**src/rtl/fetch_refill_if.sv**
```systemverilog
`default_nettype none
// +----------------------------------------------------------------------+
// | fetch_refill_if : miss/refill handshake between fetch, refill, memory |
// | Revision 1.0                                                         |
// +----------------------------------------------------------------------+
interface fetch_refill_if #(
  parameter int addressSize       = 64,
  parameter int memBusWidth       = 64,
  parameter int cachelineSizeBits = 256
);
  logic                           isCacheMiss_i;
  logic [0:addressSize-1]         missAddress_i;
  logic                           memReadReq_o;
  logic [0:addressSize-1]         memReadAddress_o;
  logic                           memReadAck_i;
  logic                           memReadDataValid_i;
  logic [0:memBusWidth-1]         memReadData_i;
  logic [0:addressSize-1]         newAddress_o;
  logic [0:cachelineSizeBits-1]   newCacheline_o;
  logic                           cacheUpdateEnable_o;
  logic                           busy_o;
  logic [0:15]                    refillCount_o;

  modport master (
    input  isCacheMiss_i, missAddress_i, memReadAck_i, memReadDataValid_i, memReadData_i,
    output memReadReq_o, memReadAddress_o, newAddress_o, newCacheline_o,
           cacheUpdateEnable_o, busy_o, refillCount_o
  );

  modport slave (
    output isCacheMiss_i, missAddress_i, memReadAck_i, memReadDataValid_i, memReadData_i,
    input  memReadReq_o, memReadAddress_o, newAddress_o, newCacheline_o,
           cacheUpdateEnable_o, busy_o, refillCount_o
  );
endinterface
`default_nettype wire

```
**src/rtl/fetch_refill_controller.sv**
```systemverilog
`default_nettype none
// +----------------------------------------------------------------------+
// | fetch_refill_controller : sequences I-cache miss refills from memory |
// | Revision 1.0                                                         |
// +----------------------------------------------------------------------+
module fetch_refill_controller #(
  parameter int offsetSize        = 5,
  parameter int indexSize         = 8,
  parameter int addressSize       = 64,
  parameter int cachelineSizeBits = (2**offsetSize)*8,
  parameter int memBusWidth       = 64,
  parameter int beatsPerLine      = cachelineSizeBits/memBusWidth
)(
  input wire logic       clock_i,
  input wire logic       reset_i,
  fetch_refill_if.master bus
);
  localparam int c_BEAT_W = (beatsPerLine > 1) ? $clog2(beatsPerLine) : 1;
  // Offset field is the least significant end of the address (rightmost bits).
  localparam logic [0:addressSize-1] c_ALIGN_MASK =
    {{(addressSize-offsetSize){1'b1}}, {offsetSize{1'b0}}};

  generate
    if (((cachelineSizeBits % memBusWidth) != 0) || ((offsetSize + indexSize) > addressSize)) begin : g_cfg_check
      $error("fetch_refill_controller: inconsistent geometry parameters");
    end
  endgenerate

  typedef enum logic [2:0] {
    S_IDLE    = 3'd0,
    S_REQUEST = 3'd1,
    S_RECEIVE = 3'd2,
    S_UPDATE  = 3'd3,
    S_DRAIN   = 3'd4
  } state_t;

  state_t                       r_state;
  logic [c_BEAT_W-1:0]          r_beat;
  logic [0:addressSize-1]       r_addr;
  logic [0:cachelineSizeBits-1] r_line;
  logic                         r_req;
  logic [0:addressSize-1]       r_req_addr;
  logic [0:addressSize-1]       r_new_addr;
  logic [0:cachelineSizeBits-1] r_new_line;
  logic                         r_cue;
  logic                         r_busy;
  logic [0:15]                  r_refill_count;

  logic [0:addressSize-1]       w_aligned;
  logic [0:cachelineSizeBits-1] w_line_next;
  logic                         w_last_beat;

  assign w_aligned   = bus.missAddress_i & c_ALIGN_MASK;
  assign w_last_beat = (r_beat == c_BEAT_W'(beatsPerLine-1));

  always_comb begin
    w_line_next = r_line;
    for (int b = 0; b < beatsPerLine; b++) begin
      if (r_beat == c_BEAT_W'(b)) begin
        w_line_next[b*memBusWidth +: memBusWidth] = bus.memReadData_i;
      end
    end
  end

  always_ff @(posedge clock_i or negedge reset_i) begin
    if (!reset_i) begin
      r_state        <= S_IDLE;
      r_beat         <= '0;
      r_addr         <= '0;
      r_line         <= '0;
      r_req          <= 1'b0;
      r_req_addr     <= '0;
      r_new_addr     <= '0;
      r_new_line     <= '0;
      r_cue          <= 1'b0;
      r_busy         <= 1'b0;
      r_refill_count <= '0;
    end else begin
      case (r_state)
        S_IDLE: begin
          if (bus.isCacheMiss_i) begin
            r_addr     <= w_aligned;
            r_beat     <= '0;
            r_req      <= 1'b1;
            r_req_addr <= w_aligned;
            r_busy     <= 1'b1;
            r_state    <= S_REQUEST;
          end
        end
        S_REQUEST: begin
          if (bus.memReadAck_i) begin
            r_req   <= 1'b0;
            r_state <= S_RECEIVE;
          end
        end
        S_RECEIVE: begin
          if (bus.memReadDataValid_i) begin
            r_line <= w_line_next;
            r_beat <= r_beat + c_BEAT_W'(1);
            // Install outputs are loaded on the last beat so the strobe cycle presents them.
            if (w_last_beat) begin
              r_cue          <= 1'b1;
              r_new_addr     <= r_addr;
              r_new_line     <= w_line_next;
              r_refill_count <= r_refill_count + 16'd1;
              r_state        <= S_UPDATE;
            end
          end
        end
        S_UPDATE: begin
          r_cue   <= 1'b0;
          r_state <= S_DRAIN;
        end
        S_DRAIN: begin
          r_busy  <= 1'b0;
          r_state <= S_IDLE;
        end
        default: begin
          r_cue   <= 1'b0;
          r_req   <= 1'b0;
          r_busy  <= 1'b0;
          r_state <= S_IDLE;
        end
      endcase
    end
  end

  assign bus.memReadReq_o        = r_req;
  assign bus.memReadAddress_o    = r_req_addr;
  assign bus.newAddress_o        = r_new_addr;
  assign bus.newCacheline_o      = r_new_line;
  assign bus.cacheUpdateEnable_o = r_cue;
  assign bus.busy_o              = r_busy;
  assign bus.refillCount_o       = r_refill_count;

endmodule
`default_nettype wire

```
**src/flat_wrapper.sv**
```systemverilog
// flat-port wrapper written by rule: the top's interface ports become plain ports
module fetch_refill_controller_flat 
#(
  parameter int offsetSize        = 5,
  parameter int indexSize         = 8,
  parameter int addressSize       = 64,
  parameter int cachelineSizeBits = (2**offsetSize)*8,
  parameter int memBusWidth       = 64,
  parameter int beatsPerLine      = cachelineSizeBits/memBusWidth
)
  (clock_i, reset_i, bus_isCacheMiss_i, bus_missAddress_i, bus_memReadAck_i, bus_memReadDataValid_i, bus_memReadData_i, bus_memReadReq_o, bus_memReadAddress_o, bus_newAddress_o, bus_newCacheline_o, bus_cacheUpdateEnable_o, bus_busy_o, bus_refillCount_o);
  fetch_refill_if #(.addressSize(addressSize), .memBusWidth(memBusWidth), .cachelineSizeBits(cachelineSizeBits)) bus_i ();
  input wire logic clock_i;
  input wire logic reset_i;
  input wire logic [$bits(bus_i.isCacheMiss_i)-1:0] bus_isCacheMiss_i;
  input wire logic [$bits(bus_i.missAddress_i)-1:0] bus_missAddress_i;
  input wire logic [$bits(bus_i.memReadAck_i)-1:0] bus_memReadAck_i;
  input wire logic [$bits(bus_i.memReadDataValid_i)-1:0] bus_memReadDataValid_i;
  input wire logic [$bits(bus_i.memReadData_i)-1:0] bus_memReadData_i;
  output wire logic [$bits(bus_i.memReadReq_o)-1:0] bus_memReadReq_o;
  output wire logic [$bits(bus_i.memReadAddress_o)-1:0] bus_memReadAddress_o;
  output wire logic [$bits(bus_i.newAddress_o)-1:0] bus_newAddress_o;
  output wire logic [$bits(bus_i.newCacheline_o)-1:0] bus_newCacheline_o;
  output wire logic [$bits(bus_i.cacheUpdateEnable_o)-1:0] bus_cacheUpdateEnable_o;
  output wire logic [$bits(bus_i.busy_o)-1:0] bus_busy_o;
  output wire logic [$bits(bus_i.refillCount_o)-1:0] bus_refillCount_o;
  assign bus_i.isCacheMiss_i = bus_isCacheMiss_i;
  assign bus_i.missAddress_i = bus_missAddress_i;
  assign bus_i.memReadAck_i = bus_memReadAck_i;
  assign bus_i.memReadDataValid_i = bus_memReadDataValid_i;
  assign bus_i.memReadData_i = bus_memReadData_i;
  assign bus_memReadReq_o = bus_i.memReadReq_o;
  assign bus_memReadAddress_o = bus_i.memReadAddress_o;
  assign bus_newAddress_o = bus_i.newAddress_o;
  assign bus_newCacheline_o = bus_i.newCacheline_o;
  assign bus_cacheUpdateEnable_o = bus_i.cacheUpdateEnable_o;
  assign bus_busy_o = bus_i.busy_o;
  assign bus_refillCount_o = bus_i.refillCount_o;
  fetch_refill_controller #(.offsetSize(offsetSize), .indexSize(indexSize), .addressSize(addressSize), .cachelineSizeBits(cachelineSizeBits), .memBusWidth(memBusWidth), .beatsPerLine(beatsPerLine)) u_core (.clock_i(clock_i), .reset_i(reset_i), .bus(bus_i));
endmodule
```
**config.mk**
```make
export PLATFORM = sky130hd
export DESIGN_NAME = fetch_refill_controller_flat
export DESIGN_NICKNAME = d
export VERILOG_FILES = /design/src/rtl/fetch_refill_if.sv /design/src/rtl/fetch_refill_controller.sv /design/src/flat_wrapper.sv
export SDC_FILE = /design/constraint.sdc
export NUM_CORES = 1
export LEC_CHECK = 0
export CAP_MARGIN = 0
export CORE_MARGIN = 2
export CORE_UTILIZATION = 45
export DETAILED_ROUTE_END_ITERATION = 6
export PLACE_DENSITY = 0.81
export SETUP_SLACK_MARGIN = 0.5
export SYNTH_ARGS = -nofsm -noshare
export SYNTH_HDL_FRONTEND = slang
export SYNTH_SLANG_ARGS = --single-unit
```
**constraint.sdc**
```tcl
create_clock -name clock_i -period 1.9 [get_ports clock_i]
set_input_delay 0.38 -clock clock_i [delete_from_list [all_inputs] [get_ports clock_i]]
set_output_delay 0.38 -clock clock_i [all_outputs]
set_load 0.01 [all_outputs]
```
==> flow_summary.yaml <==
status:
  status: "complete, no violations"
worst_setup_path:
  crit_required_ps: 2440
  crit_type: "register to register"
  timing.critical_path.to: "u_core.bus.refillCount_o[6]"
  crit_top_cell: "buf_6"
  crit_start: "u_core.r_state[2]"
  rr_worst_depth: 6
  r2r_end: "u_core.bus.refillCount_o[6]"
  reg2reg_from: "u_core.r_state[2]"
  path_cells: "and4bb_4 > buf_6 > buf_6 > and4_2 > and3_1 > xor2_1"
  crit_fanout: 5
  cp.depth: 6
  cp-start-kind: "register"
  r2r_slack_ps: 40
  endpoint_kind: "register"
  cp_top_family: "simple AND/OR/NAND/NOR gates"
  arrival_ps: 2400
  critPathMaxStageDelay_ps: 410
  slowest_stage: "dfrtp_2"
  path_buf_inv: 2
detailed_routing:
  vias: 19800
  routed_wl_mm: 86.7
  drc: 0
  antenna_left: 0
  drt_pass1_iterations: 5
  vias_per_cell: 5.43
  wl_per_cell_um: 23.8
  dr.first_iter.drc_count: 1398
yosys:
  syn_area_mm2: 0.0247
  syn_inst: 1996
  avgSynthCellArea_um2: 12.4
  ys_seq_elements: 590
  synthMuxAreaShare_pct: 22.1
  synthAdderAreaFrac_pct: 0.253
  synth_xor_area_share_pct: 0.532
  ys_types: 33
  synth_async_sr_flop_share_pct: 100
  synth_top_family_by_area: "multiplexers"
  synth_compound_area_share_pct: 4.09
  ys_seq_area_share_pct: 59.8
  ys_warn_count: 0
  synthFlopType: "dfrtp_1"
  synth_edf_count: 0
  synth_simple_gate_area_share_pct: 9.66
cells_and_area:
  drive_gt1_share_pct: 44.2
  register_area_mm2: 0.0148
  nets: 3033
  area_growth_pct: 49.0
  multi_input_area_mm2: 0.00969
  final_util_pct: 68.1
  nFillCells: 3533
die:
  initial_core_util_pct: 45.7
  rows: 85
  die-width_um: 238
  core_area_mm2: 0.0540
  die_height_um: 238
  dieArea_mm2: 0.0568
  ios: 536
global_routing:
  grt_pass1_vias: 19200
  grt_max_degree: 85
  antenna_found_initial: 2
  grt_pass1_wl_mm: 111
  overflow: 0
  grt_util_all_layers_pct: 25.0
clock_tree:
  clk_pin_slew_worst_paths_ps: 70
  cts_tree: "built"
  cts_max_level: 2
  clock_sinks: 590
  root_buffer: "clkbuf_16"
  clock_path_buffers: 3
  clk_latency_ps: 620
  cts_buffers: 60
timing:
  setup_viol: 0
  fin_crit_ps: 1860
  period_share_pct: 97.8
  skew_ps: 18.8
  max_clock_freq_mhz: 538
  grt_setup_unrepaired: "yes"
  drv_slew: 0
  worst-slew-pin-transition_ps: 621
  final_hold_viol_count: 0
  timing.hold.ws_ps: 241
  relSlewSlack_pct: 58.6
power:
  intPower_mw: 36.1
  p_comb_share_pct: 40.3
  vdd_drop_max_mv: 1.08
  leakagePower_nw: 19.1
  p_sw_share_pct: 32.6
  p_switching_mw: 17.4
  sequentialPowerShare_pct: 36.9
  cellPowerDensity_mw_per_mm2: 1450
  clkPwrFrac_pct: 22.8
job:
  drv_cap: 0
hold_path:
  hp-class: "input port to asynchronous set/reset pin"
placed_design:
  port_buffers: 520
  gp_congestion: 0.867
  dpl.hpwl_mm: 46.9
## Yosys cell counts, types with 2 or more instances
cell type / instances / area [um^2]
buf_6: 29 / 327
xnor2_1: 11 / 96.3
mux2_1: 21 / 236
ha_1: 5 / 62.6
xor2_1: 4 / 35.0
mux2i_1: 193 / 1930
nor2_1: 7 / 26.3
mux2_2: 51 / 574
buf_2: 43 / 215
and3_1: 5 / 31.3
nand2_4: 3 / 33.8
clkbuf_1: 28 / 105
a21oi_1: 4 / 20.0
nand3_1: 4 / 20.0
inv_1: 4 / 15.0
o21ai_0: 193 / 966
nand4_1: 4 / 25.0
buf_4: 30 / 225
nand2_1: 572 / 2150
dfrtp_1: 590 / 14800
mux2_4: 180 / 2700
nor2b_1: 2 / 12.5
and4_1: 3 / 26.3
## sequential cells by signal, indices dropped and copies added, names as in the netlist
register / flops
u_core.r_line: 192
u_core.bus.cacheUpdateEnable_o: 1
u_core.r_state: 3
u_core.bus.memReadReq_o: 1
u_core.bus.refillCount_o: 16
u_core.bus.newAddress_o: 59
u_core.bus.busy_o: 1
u_core.bus.newCacheline_o: 256
u_core.r_addr: 59
u_core.r_beat: 2
## cells by family after synthesis
group,Yosys count
other,1
AOI/OAI and AO/OA,200
buffers and inverters,134
adders and majority gates,5
muxes,445
xor gates and xnor gates,15
DFF,590
and+or+nand+nor,606
## layout by cell type, fill, tap and decap left out, types with 56 or more instances in the layout
master           netlist  final
mux2i_1              193    188
o21ai_1                0     56
clkbuf_16              0    100
o21ai_0              193    115
dfrtp_1              590    583
nand2_1              572    500
mux2_4               180    197
clkdlybuf4s50_1        0    126
buf_6                 29    173
buf_4                 30    287
clkbuf_2               0    186
## metrics by stage
step	power (mW)	setup WS, ps	area, um^2	cells	TNS [ps]
2_1_floorplan	28.5	257	24900	2005	0
3_3_place_gp	36.2	-230	31400	3189	-64810
3_5_place_dp	36.9	-287	31400	3189	-78800
4_1_cts	48.9	132	33600	3376	0
5_1_grt	55.7	9.96	36800	3642	0
6_report	53.5	42.4	36800	3642	0
## metal layers
metal	global-route usage (%)	wire length, um	vias up
met4	11.6	4490	0
met3	6.13	6840	276
met5	0	0	-
li1	-	-	8484
met2	41.9	42900	945
met1	30.5	32500	10100
## layout make-up
type	instances	share of cell area [%]
timing repair buffer	957	25.5
multi-input combinational	1282	26.3
clock inverter	24	0.667
tap	696	2.37
antenna	2	0.0136
clock buffer	87	4.85
inverter	4	0.0544
sequential	590	40.2
## power groups by stage
stage	Combinational (mW)	Clock, mW	Sequential [mW]
4_1_cts	17.4	12.2	19.3
6_report	21.5	12.2	19.7
5_1_grt	22.8	12.9	20.1
3_3_place_gp	16.9	0	19.3
2_1_floorplan	8.63	0	19.9
3_5_place_dp	17.4	0	19.5
## how the worst min path moves through the flow
stage	cells past startpoint	start	slack, ps	endpoint
floorplan	0	reset_i	80	u_core.bus.busy_o
global placement	1	reset_i	270	u_core.r_line[91]
detailed placement	1	reset_i	280	u_core.r_line[25]
CTS	2	reset_i	240	u_core.r_line[25]
global route	2	reset_i	270	u_core.r_line[25]
finish	2	reset_i	240	u_core.r_line[25]
## timing repair
item	4_1_cts	5_1_grt
pin swaps	2	69
resized for setup	938	984
setup endpoints to repair	977	977
hold endpoints to repair	122	0
hold buffers	1	0
setup buffers	71	204
cloned	4	60
Power figures use the tool's default switching activity.
